**config.mk**
```make
export PLATFORM = sky130hd
export DESIGN_NAME = msg_composer
export DESIGN_NICKNAME = d
export VERILOG_FILES = /design/src/rtl/msg_composer.sv
export SDC_FILE = /design/constraint.sdc
export NUM_CORES = 1
export LEC_CHECK = 0
export CAP_MARGIN = 20
export CORE_MARGIN = 1.5
export CORE_UTILIZATION = 25
export DETAILED_ROUTE_END_ITERATION = 10
export GPL_TIMING_DRIVEN = 0
export PLACE_DENSITY_LB_ADDON = 0.3
export SETUP_SLACK_MARGIN = 0.3
export SLEW_MARGIN = 20
export SYNTH_ARGS = -nofsm -noshare
export SYNTH_HDL_FRONTEND = slang
export SYNTH_SLANG_ARGS = --single-unit
```
**constraint.sdc**
```tcl
create_clock -name clock_65mhz -period 3.4 [get_ports clock_65mhz]
set_clock_uncertainty 0.1 [all_clocks]
set_input_delay 0.68 -clock clock_65mhz [delete_from_list [all_inputs] [get_ports clock_65mhz]]
set_output_delay 0.68 -clock clock_65mhz [all_outputs]
set_load 0.05 [all_outputs]
```
**src/rtl/msg_composer.sv**
```systemverilog
// msg_composer: line editor turning PS/2 ASCII strobes into a 16-char message offered over valid/ready; MSG_COMPOSER_FIFO_EN adds a type-ahead FIFO
module msg_composer #(
    parameter int MSG_CHARS  = 16,
    parameter int FIFO_DEPTH = 4
) (
    input  logic                   clock_65mhz,
    input  logic                   reset_n,
    input  logic [7:0]             ascii,
    input  logic                   ascii_ready,
    output logic [8*MSG_CHARS-1:0] msg,
    output logic [4:0]             msg_len,
    output logic                   msg_valid,
    input  logic                   msg_ready,
    output logic                   overflow,
    output logic                   dropped
);
    typedef enum logic {EDIT, SEND} state_t;

    localparam logic [8*MSG_CHARS-1:0] BLANK = {MSG_CHARS{8'h20}};

    state_t                 state, state_nx;
    logic [8*MSG_CHARS-1:0] msg_nx;
    logic [4:0]             len_nx;
    logic                   ovf_nx, drp_nx;
    logic                   fifo_ne, pop, push, push_req, drop;
    logic [7:0]             ch;

    assign msg_valid = state == SEND;
    assign push_req  = ascii_ready && (state == SEND || fifo_ne);
    assign drop      = push_req && !push;

`ifdef MSG_COMPOSER_FIFO_EN
    localparam int AW = (FIFO_DEPTH > 1) ? $clog2(FIFO_DEPTH) : 1;

    logic [7:0]    fifo_mem [FIFO_DEPTH];
    logic [AW-1:0] rd_ptr, wr_ptr;
    logic [AW:0]   count;

    assign fifo_ne = count != '0;
    assign pop     = state == EDIT && fifo_ne;
    assign push    = push_req && (count != (AW+1)'(FIFO_DEPTH) || pop);
    assign ch      = fifo_ne ? fifo_mem[rd_ptr] : ascii;

    // FIFO pointers and occupancy; push and pop in one cycle leave count unchanged
    always_ff @(posedge clock_65mhz or negedge reset_n) begin
        if (!reset_n) begin
            rd_ptr <= '0;
            wr_ptr <= '0;
            count  <= '0;
        end else begin
            if (push) wr_ptr <= wr_ptr + 1'b1;
            if (pop) rd_ptr <= rd_ptr + 1'b1;
            count <= count + (AW+1)'(push) - (AW+1)'(pop);
        end
    end

    // FIFO storage needs no reset; occupancy guards every read
    always_ff @(posedge clock_65mhz) begin
        if (push) fifo_mem[wr_ptr] <= ascii;
    end
`else
    assign fifo_ne = 1'b0;
    assign pop     = 1'b0;
    assign push    = 1'b0;
    assign ch      = ascii;
`endif

    // Line editing in EDIT, handshake and clear-on-transfer in SEND
    always_comb begin
        state_nx = state;
        msg_nx   = msg;
        len_nx   = msg_len;
        ovf_nx   = overflow;
        drp_nx   = dropped | drop;
        if (state == SEND) begin
            if (msg_ready) begin
                state_nx = EDIT;
                msg_nx   = BLANK;
                len_nx   = '0;
                ovf_nx   = 1'b0;
                drp_nx   = drop;
            end
        end else if (fifo_ne || ascii_ready) begin
            if (ch >= 8'h20 && ch <= 8'h7E) begin
                if (int'(msg_len) < MSG_CHARS) begin
                    for (int i = 0; i < MSG_CHARS; i++)
                        if (int'(msg_len) == i) msg_nx[8*(MSG_CHARS-1-i) +: 8] = ch;
                    len_nx = msg_len + 5'd1;
                end else begin
                    ovf_nx = 1'b1;
                end
            end else if (ch == 8'h08 && msg_len != '0) begin
                for (int i = 0; i < MSG_CHARS; i++)
                    if (int'(msg_len) - 1 == i) msg_nx[8*(MSG_CHARS-1-i) +: 8] = 8'h20;
                len_nx = msg_len - 5'd1;
            end else if (ch == 8'h0D && msg_len != '0) begin
                state_nx = SEND;
            end
        end
    end

    // State and message registers
    always_ff @(posedge clock_65mhz or negedge reset_n) begin
        if (!reset_n) begin
            state    <= EDIT;
            msg      <= BLANK;
            msg_len  <= '0;
            overflow <= 1'b0;
            dropped  <= 1'b0;
        end else begin
            state    <= state_nx;
            msg      <= msg_nx;
            msg_len  <= len_nx;
            overflow <= ovf_nx;
            dropped  <= drp_nx;
        end
    end
endmodule

```
Yosys cells after proc, flatten, opt, wreduce, memory -nomap -nowiden

Index checks and enable logic that the tools add are counted.
Widths: inputs -> output; s select.

$add $sub $neg: 3
$lt $le $gt $ge: 3
Eq/ne operators: 51
Mux-type cells: 57
Bitwise logic cells: 1
Reduce and logical (&&, ||, !) cells: 44

Operators by type and width:

| kind                | number |
|---|---|
| $mux 128            | 6 |
| $mux 8              | 32 |
| $reduce_and 6->1    | 16 |
| $ne 3x2->1 const B  | 17 |
| $reduce_bool 3->1   | 17 |
| $eq 6x5->1 const B  | 8 |
| $eq 5x5->1 const B  | 8 |
| $logic_not 32->1    | 1 |
| $mux 5              | 6 |
| $eq 6x4->1 const B  | 4 |
| $eq 5x4->1 const B  | 4 |
| $eq 8x4->1 const B  | 2 |
| $mux 1              | 13 |
| $eq 6x3->1 const B  | 2 |
| $eq 5x3->1 const B  | 2 |
| $ge 8x6->1 const B  | 1 |
| $le 8x7->1 const B  | 1 |
| $reduce_and 4->1    | 2 |
| $eq 6x2->1 const B  | 1 |
| $sub 5x1->6 const B | 1 |
| $add 5x1->5 const B | 1 |
| $eq 5x2->1 const B  | 1 |
| $logic_not 5->1     | 1 |
| $lt 5x5->1 const B  | 1 |
| other kinds (6)     | 11 |

Flip-flop bits (word level): 136
Bits of input ports: 12
Output and inout bits: 136
Word-level logic and storage cells: 179

Logic depth before layout (Yosys ltp)

Gate-level depths: netlist of the first run.

Depth after elaboration: 7
Depth in mapped cells: 9
Mapped depth without buffers: 8

Least setup slack after synthesis of the first run

Ideal clock, no wire load.

Path type: input -> register
From: input port ascii[1]
To: register msg_len[4]
Setup time: 0.087 ns
Data arrival time: 2.846 ns
Data required time: 3.213 ns
Setup slack: 0.368 ns
Stages on the path: 9
Path buffers: 1
Cells stage by stage: and4_1 -> a311o_1 -> buf_1 -> fa_1 -> a21o_1 -> a21oi_1 -> xor2_1 -> or3_1 -> o211ai_1

Word-level cells in the longest chain between the ends: 5
Elaborated cells on any way between the ends: 11
Classes of those cells: order compare (2); eq/ne (2); mux (3); reduce/logical (4)

RTL lines:

| what                                     | RTL line | RTL |
|---|---|---|
| from (decl)                              | 8        | `input logic [7:0] ascii,` |
| $ge 8x6->1 or $le 8x7->1 (tied branches) | 84       | `if (ch >= 8'h20 && ch <= 8'h7E) begin` |
| $logic_and 1x1->1                        | 84       |  |
| $mux 5                                   | 84       |  |
| $mux 5                                   | 83       | `end else if (fifo_ne \|\| ascii_ready) begin` |
| $mux 5                                   | 75       | `if (state == SEND) begin` |
| to (signal assigned)                     | 113      | `msg_len <= len_nx;` |
| to (decl)                                | 11       | `output logic [4:0] msg_len,` |

Several ways; a longest one is shown, not always the timed one. The select of a mux whose other input is x is not followed.
A chain may end at the register's enable or synchronous reset.

Worst setup path after layout of the first run

From: input port ascii[4]
To: register msg[3]

Word-level cells in the longest chain between the ends: 5
Elaborated cells on any way between the ends: 13
Classes of those cells: order compare (2); eq/ne (3); mux (3); reduce/logical (5)

RTL lines:

| what                                               | RTL line | RTL |
|---|---|---|
| branches (longest 5 deep; another with $ge 8x6->1) | n/a      |  |
| to (signal assigned)                               | 112      | `msg <= msg_nx;` |
| to (decl)                                          | 10       | `output logic [8*MSG_CHARS-1:0] msg,` |

Several ways; the timed one is not identified. The select of a mux whose other input is x is not followed.

==> results of run 1 <==
-- routing by layer --
metal	up-vias	track usage, %	routed length, um
met1	2551	25.56	9988
li1	2289	-	-
met5	-	0	0
met3	13	4.399	1120
met2	144	27.01	9631
met4	0	3.938	182
-- through the flow --
stage,hold WS (ns),setup TNS (ns)
floorplan,0.2844,0
CTS,0.1287,0
global route,0.1342,0
finish,0.1055,0
detailed placement,0.3888,-42.13
global placement,0.3844,-579.81
-- kinds of logic after synthesis --
group / count (synthesis) / share of synthesized area, %
adder cells (fa/ha/maj): 5 / 1.217
flip-flops: 136 / 59.45
multiplexers: 15 / 2.933
AO/OA/AOI/OAI: 129 / 15.56
buffers and inverters: 38 / 2.890
AND/OR/NAND/NOR: 205 / 17.49
XOR/XNOR: 3 / 0.4564
-- worst paths after layout --
check,startpoint,to,depth (start not counted)
setup / recovery,ascii[4],msg[3]$_DFFE_PN0P_,7
hold / removal,reset_n,msg[26]$_DFFE_PN0P_,1
setup reg to reg,msg_len[4]$_DFFE_PN0P_,msg[3]$_DFFE_PN0P_,7
hold reg to reg,msg[87]$_DFFE_PN0P_,msg[87]$_DFFE_PN0P_,2
max in group asynchronous,reset_n,msg[109]$_DFFE_PN1P_,2
min in group clock_65mhz,msg[87]$_DFFE_PN0P_,msg[87]$_DFFE_PN0P_,2
-- cells in the mapped netlist, types with 2 or more instances --
| master | number | area (um^2) |
|---|---|---|
| nor4_1 | 3 | 18.77 |
| o32a_1 | 16 | 160.2 |
| nor2_1 | 20 | 75.07 |
| buf_6 | 3 | 33.78 |
| a311o_1 | 3 | 30.03 |
| or3_1 | 3 | 18.77 |
| o21ai_0 | 3 | 15.01 |
| ha_1 | 4 | 50.05 |
| dfrtp_1 | 120 | 3003 |
| dfstp_2 | 16 | 420.4 |
| and2_1 | 4 | 25.02 |
| o22ai_1 | 96 | 600.6 |
| inv_1 | 2 | 7.510 |
| nor3b_1 | 2 | 15.01 |
| or4b_1 | 2 | 20.02 |
| a21oi_1 | 3 | 15.01 |
| clkbuf_1 | 29 | 108.9 |
| o211ai_1 | 2 | 15.01 |
| mux2_2 | 15 | 168.9 |
| buf_1 | 3 | 11.26 |
| nor3_4 | 10 | 162.7 |
| nor2b_1 | 2 | 12.51 |
| xnor2_1 | 2 | 17.52 |
| nand2_1 | 140 | 525.5 |
| nand3_1 | 7 | 35.03 |
| nor3_2 | 5 | 50.05 |
-- what timing repair did --
action,in CTS,in global routing
gates resized for setup,10,30
setup endpoints to repair,87,129
hold buffers,0,0
pin swaps,1,11
buffers inserted,0,13
-- sequential cells by signal, summed over array words and instances (netlist names) --
name,cells
dropped,1
msg,128
msg_len,5
msg_valid,1
overflow,1
-- area by class of cell --
class                           count  area, um^2  area share, %
Clock inverter                     11       145.1          1.700
Clock buffer                       20       466.7          5.466
Tap cell                          285       356.6          4.176
Inverter                            2       7.507        0.08792
Timing Repair Buffer              161        1692          19.81
Multi-Input combinational cell    357        2267          26.55
Buffer                             36       180.2          2.110
Sequential cell                   136        3423          40.09
-- power groups by stage --
stage / clock network (mW) / registers, mW / logic (mW)
4_1_cts: 1.97 / 1.84 / 0.928
2_1_floorplan: 0 / 2.19 / 0.261
5_1_grt: 2.04 / 1.85 / 0.996
6_report: 1.93 / 1.84 / 0.942
3_5_place_dp: 0 / 1.87 / 0.921
3_3_place_gp: 0 / 1.87 / 0.911
-- critical path, cell delays in order --
cell and delay (ns):
clkdlybuf4s50_1 0.44, or4b_1 0.54, a2111o_1 0.41, o31a_1 0.25, buf_6 0.17, a211oi_4 0.49, o22ai_1 0.16
==> reports/metrics.yaml, run 1 <==
cts_buffers: 17
drc: 0
syn-instance-count: 531
first_pass_iters: 5
most-common-layout-cells: "clkdlybuf4s50_1, nand2_1, dfrtp_1"
cp.required_ns: 3.57
hold_viol: 0
finish.utilization_pct: 37.71
drv_slew: 0
fmax_mhz: 334.1
io_pins: 148
ir_worst_vdd_uv: 294.7
start_util_pct: 25.43
finalSetupViolCount: 0
cts_max_level: 4
drt_iter0_markers: 346
total_power_mw: 4.706
reg2reg_slack_ns: 0.64
arrival_ns: 3.16
worstMarginPinSlew_ns: 0.7942
drt-vias-per-instance: 4.957
clockBufferDepth: 2
synthesis.area_um2: 5758
layout_setup_ws_ns: 0.4069
fin_area_um2: 8538
p_int_mw: 3.279
die_h_um: 154.8
final_common_cell: "clkdlybuf4s50_1"
cp_max_fo: 8
p_leak_nw: 3.452
grt_overflow_total: 0
syn_area_per_cell_um2: 10.84
power.switching_mw: 1.426
drv_cap: 0
clk_pin_slew_worst_paths_ns: 0.06
startpoint_type: "primary input"
cts_tree: "built"
gp_congestion: 0.7911
place_ws_ns: -0.7218
synth_cell_types: 42
clock-root-buffer: "clkbuf_16"
period_needed_ns: 2.993
clock-sinks: 136
antenna_found_initial: 0
fillers: 2205
combPwrFrac_pct: 20.0
synth_edf_count: 0
syn_nets: 548
grt_pass1_vias: 4910
clk_latency_ns: 0.41
fin_nets: 728
die_width_um: 154.8
io_buffers: 147
yosysWarnings: 0
ant_nets: 0
place_area_um2: 7619
post-route-period-util_pct: 88.03
gr-usage-all-layers_pct: 17.79
slew_headroom_pct: 47.05
end_kind: "register"
p_clk_share_pct: 41.0
synthToLayoutAreaGrowth_pct: 48.28
core_region_area_um2: 22640
antenna_cells: 0
hold_path_class: "in -> async"
dieArea_um2: 23950
vias: 4997
rsz0062_at_grt: "yes"
place_hpwl_um: 14110
power.density_nw_per_um2: 551.1
dp.cells: 964
ys_ff_latch: 136
drt-total-wl_um: 20920
p_seq_share_pct: 39.0
ys_seq_area_share_pct: 59.45
async_flop_share_pct: 100.0
synth_top_flop_cell: "dfrtp_1"
row_count: 55
drive_above_1_share_pct: 16.74
grt_pass1_wl_um: 31460
swShare_pct: 30.31
grt_start_max_net_pins: 71
status: "finished clean"
fin_cells: 1008
path_class: "in -> reg"
wl_per_cell_um: 20.76
No activity file was read; power rests on OpenSTA's default activity.
==> run 2: changes to the inputs <==
--- a/config.mk
+++ b/config.mk
@@ -5,9 +5,11 @@
 export SDC_FILE = /design/constraint.sdc
 export NUM_CORES = 1
 export LEC_CHECK = 0
+export ABC_AREA = 0
 export CAP_MARGIN = 20
 export CORE_MARGIN = 1.5
-export CORE_UTILIZATION = 25
+export CORE_UTILIZATION = 45
+export CTS_BUF_LIST = sky130_fd_sc_hd__clkbuf_8
 export DETAILED_ROUTE_END_ITERATION = 10
 export GPL_TIMING_DRIVEN = 0
 export PLACE_DENSITY_LB_ADDON = 0.3
==> run 2 against run 1 <==
Against the previous run:
- critical path depth rose by 1
- combinational power barely moved
- worst setup slack got worse by 0.087 ns
- via count up 4.2%
- utilization is 26 points higher
- global-route usage up 11 points
- clock-buffer cell count is 1 lower
- critical path type unchanged
- largest cell class unchanged
- largest power group is now sequential cells
- highest routed layer unchanged
==> reports/metrics.yaml, run 2 (synthesized netlist as in run 1, its figures left out) <==
dp.cells: 851
clockBufferDepth: 2
synthToLayoutAreaGrowth_pct: 39.29
drv_cap: 0
grt_overflow_total: 0
clock-sinks: 136
arrival_ns: 3.35
worstMarginPinSlew_ns: 0.7960
cts_max_level: 4
io_buffers: 147
cp.required_ns: 3.67
reg2reg_slack_ns: 0.53
wl_per_cell_um: 21.02
die_width_um: 116.1
drt-vias-per-instance: 5.871
clock-root-buffer: "clkbuf_8"
critPathBufInv: 3
gp_congestion: 0.8534
fin_nets: 719
largest_reg_flops: 128
antenna_found_initial: 0
core_region_area_um2: 12570
row_count: 41
cp_slowest_cell: "o21bai_2"
status: "finished clean"
first_pass_iters: 5
die_h_um: 116.1
crit_family: "compound AO/OA/AOI/OAI gates"
place_hpwl_um: 12570
slew_headroom_pct: 46.93
fin_cells: 887
clk_latency_ns: 0.45
total_power_mw: 4.124
post-route-period-util_pct: 90.60
antenna_cells: 0
most-common-layout-cells: "clkdlybuf4s50_1, nand2_1, dfrtp_1"
ir_worst_vdd_uv: 305.0
drt-total-wl_um: 18640
final_common_cell: "clkdlybuf4s50_1"
fillers: 1019
worst-path-stages: 8
fmax_mhz: 324.6
p_leak_nw: 3.299
start_util_pct: 45.81
end_kind: "register"
power.density_nw_per_um2: 514.2
drv_slew: 0
vias: 5208
grt_pass1_wl_um: 28410
ant_nets: 0
drive_above_1_share_pct: 13.71
r2r_cells: 6
rsz0062_at_grt: "yes"
reg_top3: "msg x128, msg_len x5"
finalSetupViolCount: 0
startpoint_type: "primary input"
grt_pass1_vias: 5123
cts_tree: "built"
crit_chain: "clkdlybuf4s50_1 -> and2_1 -> a311o_2 -> o21bai_2 -> clkbuf_4 -> nor3_4 -> buf_12 -> o32a_1"
drc: 0
hold_path_class: "in -> async"
cts_hold_buf: 0
max_stage_delay_ns: 0.54
gr-usage-all-layers_pct: 28.43
cts_buffers: 17
clk_pin_slew_worst_paths_ns: 0.07
period_needed_ns: 3.080
drt_iter0_markers: 459
cp_max_fo: 10
hold_viol: 0
grt_start_max_net_pins: 91
path_class: "in -> reg"
largest-register: "msg"
io_pins: 148
dieArea_um2: 13480
[run 2: cell count changes in the layout (fill, tap and decap cells not counted), moves of 4 or more]
| cell | change |
|---|---|
| clkbuf_16 | -17 |
| clkbuf_8 | +16 |
| inv_1 | +6 |
| buf_4 | -5 |
| buf_12 | -4 |
[run 2: final cells by class]
cell class | count | area (um^2) | share of cell area, %
well taps | 172 | 215.2 | 2.683
inverters | 2 | 7.507 | 0.09360
clock inverters | 13 | 140.1 | 1.747
flip-flops and latches | 136 | 3423 | 42.68
multi-input cells | 357 | 2222 | 27.71
repair buffers | 152 | 1574 | 19.63
plain buffers | 36 | 176.4 | 2.200
clock buffers | 19 | 261.5 | 3.261
[run 2: final timing paths]
kind	from	end
max in group asynchronous	reset_n	msg[93]$_DFFE_PN1P_
min in group clock_65mhz	msg[23]$_DFFE_PN0P_	msg[23]$_DFFE_PN0P_
min	reset_n	msg[35]$_DFFE_PN0P_
max reg2reg	msg_len[4]$_DFFE_PN0P_	msg[91]$_DFFE_PN0P_
min reg2reg	msg[23]$_DFFE_PN0P_	msg[23]$_DFFE_PN0P_
max	ascii[2]	msg[109]$_DFFE_PN1P_
[run 2: power by group]
group	internal [mW]	switching [mW]
clock	0.748	0.607
combinational	0.319	0.621
sequential	1.75	0.0826
[run 2: timing repair]
action                                  4_1_cts  5_1_grt
endpoints found under the setup margin       71      107
resized for setup                             2       26
setup buffers                                 0        4
pin swaps                                     0       12
[run 2: metrics by stage]
step                instance area, um^2  util (%)  worst slack [ns]  TNS, ns  hold WS, ns
global placement                   7445     59.23            -3.497  -479.42       0.3810
detailed placement                 7477     59.49           -0.5475   -34.41       0.3908
CTS                                7886     62.75            0.2644        0      0.01955
global route                       8020     63.81            0.2363        0      0.03365
finish                             8020     63.81            0.3196        0      0.02225
floorplan                          5758         -            0.3677        0       0.2844
[run 2: routing by layer]
layer | part of all wire [%] | global-route usage, % | up-vias | routed length, um
met3 | 10 | 8.770 | 28 | 1910
met2 | 48 | 44.98 | 298 | 8869
met1 | 40 | 37.47 | 2615 | 7542
met5 | 0 | 0 | - | 0
li1 | - | - | 2267 | -
met4 | 1.7 | 9.919 | 0 | 319
==> run 3: changes to the inputs <==
==> constraint.sdc (replaced) <==
create_clock -name clock_65mhz -period 3.5 [get_ports clock_65mhz]
set_clock_uncertainty 0.1 [all_clocks]
set_input_delay 0.7 -clock clock_65mhz [delete_from_list [all_inputs] [get_ports clock_65mhz]]
set_output_delay 0.7 -clock clock_65mhz [all_outputs]
set_load 0.05 [all_outputs]
==> run 3 against run 2 <==
Against the previous run:
- worst hold slack gained 0.018 ns
- highest routed layer unchanged
- first-iteration DRC count grew 12%
- design area shrank 1.2%
- largest cell class unchanged
==> reports/metrics.yaml, run 3 (synthesized netlist as in run 1, its figures left out) <==
status: "finished clean"
fmax_mhz: 321.6
antenna_cells: 0
power.density_nw_per_um2: 505.0
ant_nets: 0
end_kind: "register"
startpoint_type: "primary input"
drv_cap: 0
cp_max_fo: 10
cts_hold_buf: 0
drt_iter0_markers: 516
synthToLayoutAreaGrowth_pct: 37.68
wl_per_cell_um: 20.86
cts_buffers: 17
fin_nets: 715
cts_max_level: 4
die_width_um: 116.1
largest-register: "msg"
drt-vias-per-instance: 5.925
io_buffers: 147
finalSetupViolCount: 0
die_h_um: 116.1
io_pins: 148
grt_overflow_total: 0
gr-usage-all-layers_pct: 28.43
post-route-period-util_pct: 88.84
place_hpwl_um: 12570
row_count: 41
total_power_mw: 4.003
dieArea_um2: 13480
fillers: 1033
period_needed_ns: 3.109
clock-sinks: 136
vias: 5232
clk_latency_ns: 0.45
grt_pass1_wl_um: 28410
first_pass_iters: 6
path_class: "in -> reg"
final_common_cell: "clkdlybuf4s50_1"
p_leak_nw: 3.239
hold_path_class: "in -> async"
clock-root-buffer: "clkbuf_8"
fin_area_um2: 7928
rsz0062_at_grt: "yes"
start_util_pct: 45.81
hold_viol: 0
clk_pin_slew_worst_paths_ns: 0.07
drt-total-wl_um: 18420
core_region_area_um2: 12570
drive_above_1_share_pct: 12.52
drc: 0
most-common-layout-cells: "clkdlybuf4s50_1, nand2_1, dfrtp_1"
grt_pass1_vias: 5123
grt_start_max_net_pins: 91
worstMarginPinSlew_ns: 0.7986
antenna_found_initial: 0
slew_headroom_pct: 46.76
reg_top3: "msg x128, msg_len x5"
arrival_ns: 3.32
place_area_um2: 7477
drv_slew: 0
ir_worst_vdd_uv: 295.7
largest_reg_flops: 128
cts_tree: "built"
cp.required_ns: 3.71
clockBufferDepth: 2
gp_congestion: 0.8534
[run 3: cell count changes in the layout (fill, tap and decap cells not counted), sizes merged]
cell	previous run	this run
dlymetal6s2s	1	0
buf	11	7
clkdlybuf4s50	145	146
[run 3: path summary, 6_finish.rpt]
path | startpoint | to | slack [ns] | depth (start not counted)
min reg2reg | msg[23]$_DFFE_PN0P_ | msg[23]$_DFFE_PN0P_ | 0.39 | 2
min in group clock_65mhz | msg[23]$_DFFE_PN0P_ | msg[23]$_DFFE_PN0P_ | 0.39 | 2
max reg2reg | msg_len[4]$_DFFE_PN0P_ | msg[100]$_DFFE_PN0P_ | 0.61 | 8
max | ascii[4] | msg[100]$_DFFE_PN0P_ | 0.39 | 8
max in group asynchronous | reset_n | msg[117]$_DFFE_PN1P_ | 2.46 | 2
min | reset_n | msg[35]$_DFFE_PN0P_ | 0.04 | 1
[run 3: metrics by stage]
step	utilization, %	setup WS (ns)	hold WS [ns]	setup TNS [ns]	instances
floorplan	-	0.4477	0.3044	0	531
global placement	59.23	-3.417	0.3810	-460.65	850
detailed placement	59.49	-0.4675	0.3908	-26.13	851
CTS	62.75	0.3444	0.03955	0	883
global route	63.08	0.2969	0.05365	0	883
finish	63.08	0.3907	0.03985	0	883
[run 3: worst max-delay path, stage by stage]
cell and delay, ns:
clkdlybuf4s50_1 0.46, or4b_1 0.54, a2111o_1 0.41, o31a_1 0.26
buf_6 0.16, buf_6 0.18, nor3_4 0.44, o22ai_1 0.15
[run 3: where the power goes]
group | leakage [nW] | internal [mW] | switching, mW | total (mW)
clock network | 0.227 | 0.726 | 0.593 | 1.32
registers | 1.82 | 1.70 | 0.0803 | 1.78
logic | 1.19 | 0.308 | 0.599 | 0.907
total | 3.24 | 2.73 | 1.27 | 4.00
[run 3: layout make-up]
| class | instances | area (um^2) | share of cell area, % |
|---|---|---|---|
| Timing Repair Buffer | 148 | 1504 | 18.97 |
| Sequential cell | 136 | 3423 | 43.18 |
| Tap cell | 172 | 215.2 | 2.715 |
| Clock inverter | 13 | 140.1 | 1.768 |
| Clock buffer | 19 | 261.5 | 3.299 |
| Multi-Input combinational cell | 357 | 2203 | 27.79 |
| Inverter | 2 | 7.507 | 0.09470 |
| Buffer | 36 | 172.7 | 2.178 |
[run 3: repair_timing]
| action | CTS | global route |
|---|---|---|
| setup buffers | 0 | 0 |
| setup endpoints to repair | 62 | 84 |
| pin swaps | 0 | 2 |
| resized for setup | 2 | 15 |
| endpoints found under the hold margin | 0 | 0 |
[run 3: routing by layer]
layer | vias to the layer above | wire length (um) | track usage [%]
met2 | 286 | 8787 | 44.98
met5 | - | 0 | 0
li1 | 2265 | - | -
met1 | 2648 | 7477 | 37.47
met3 | 33 | 1791 | 8.770
met4 | 0 | 365 | 9.919
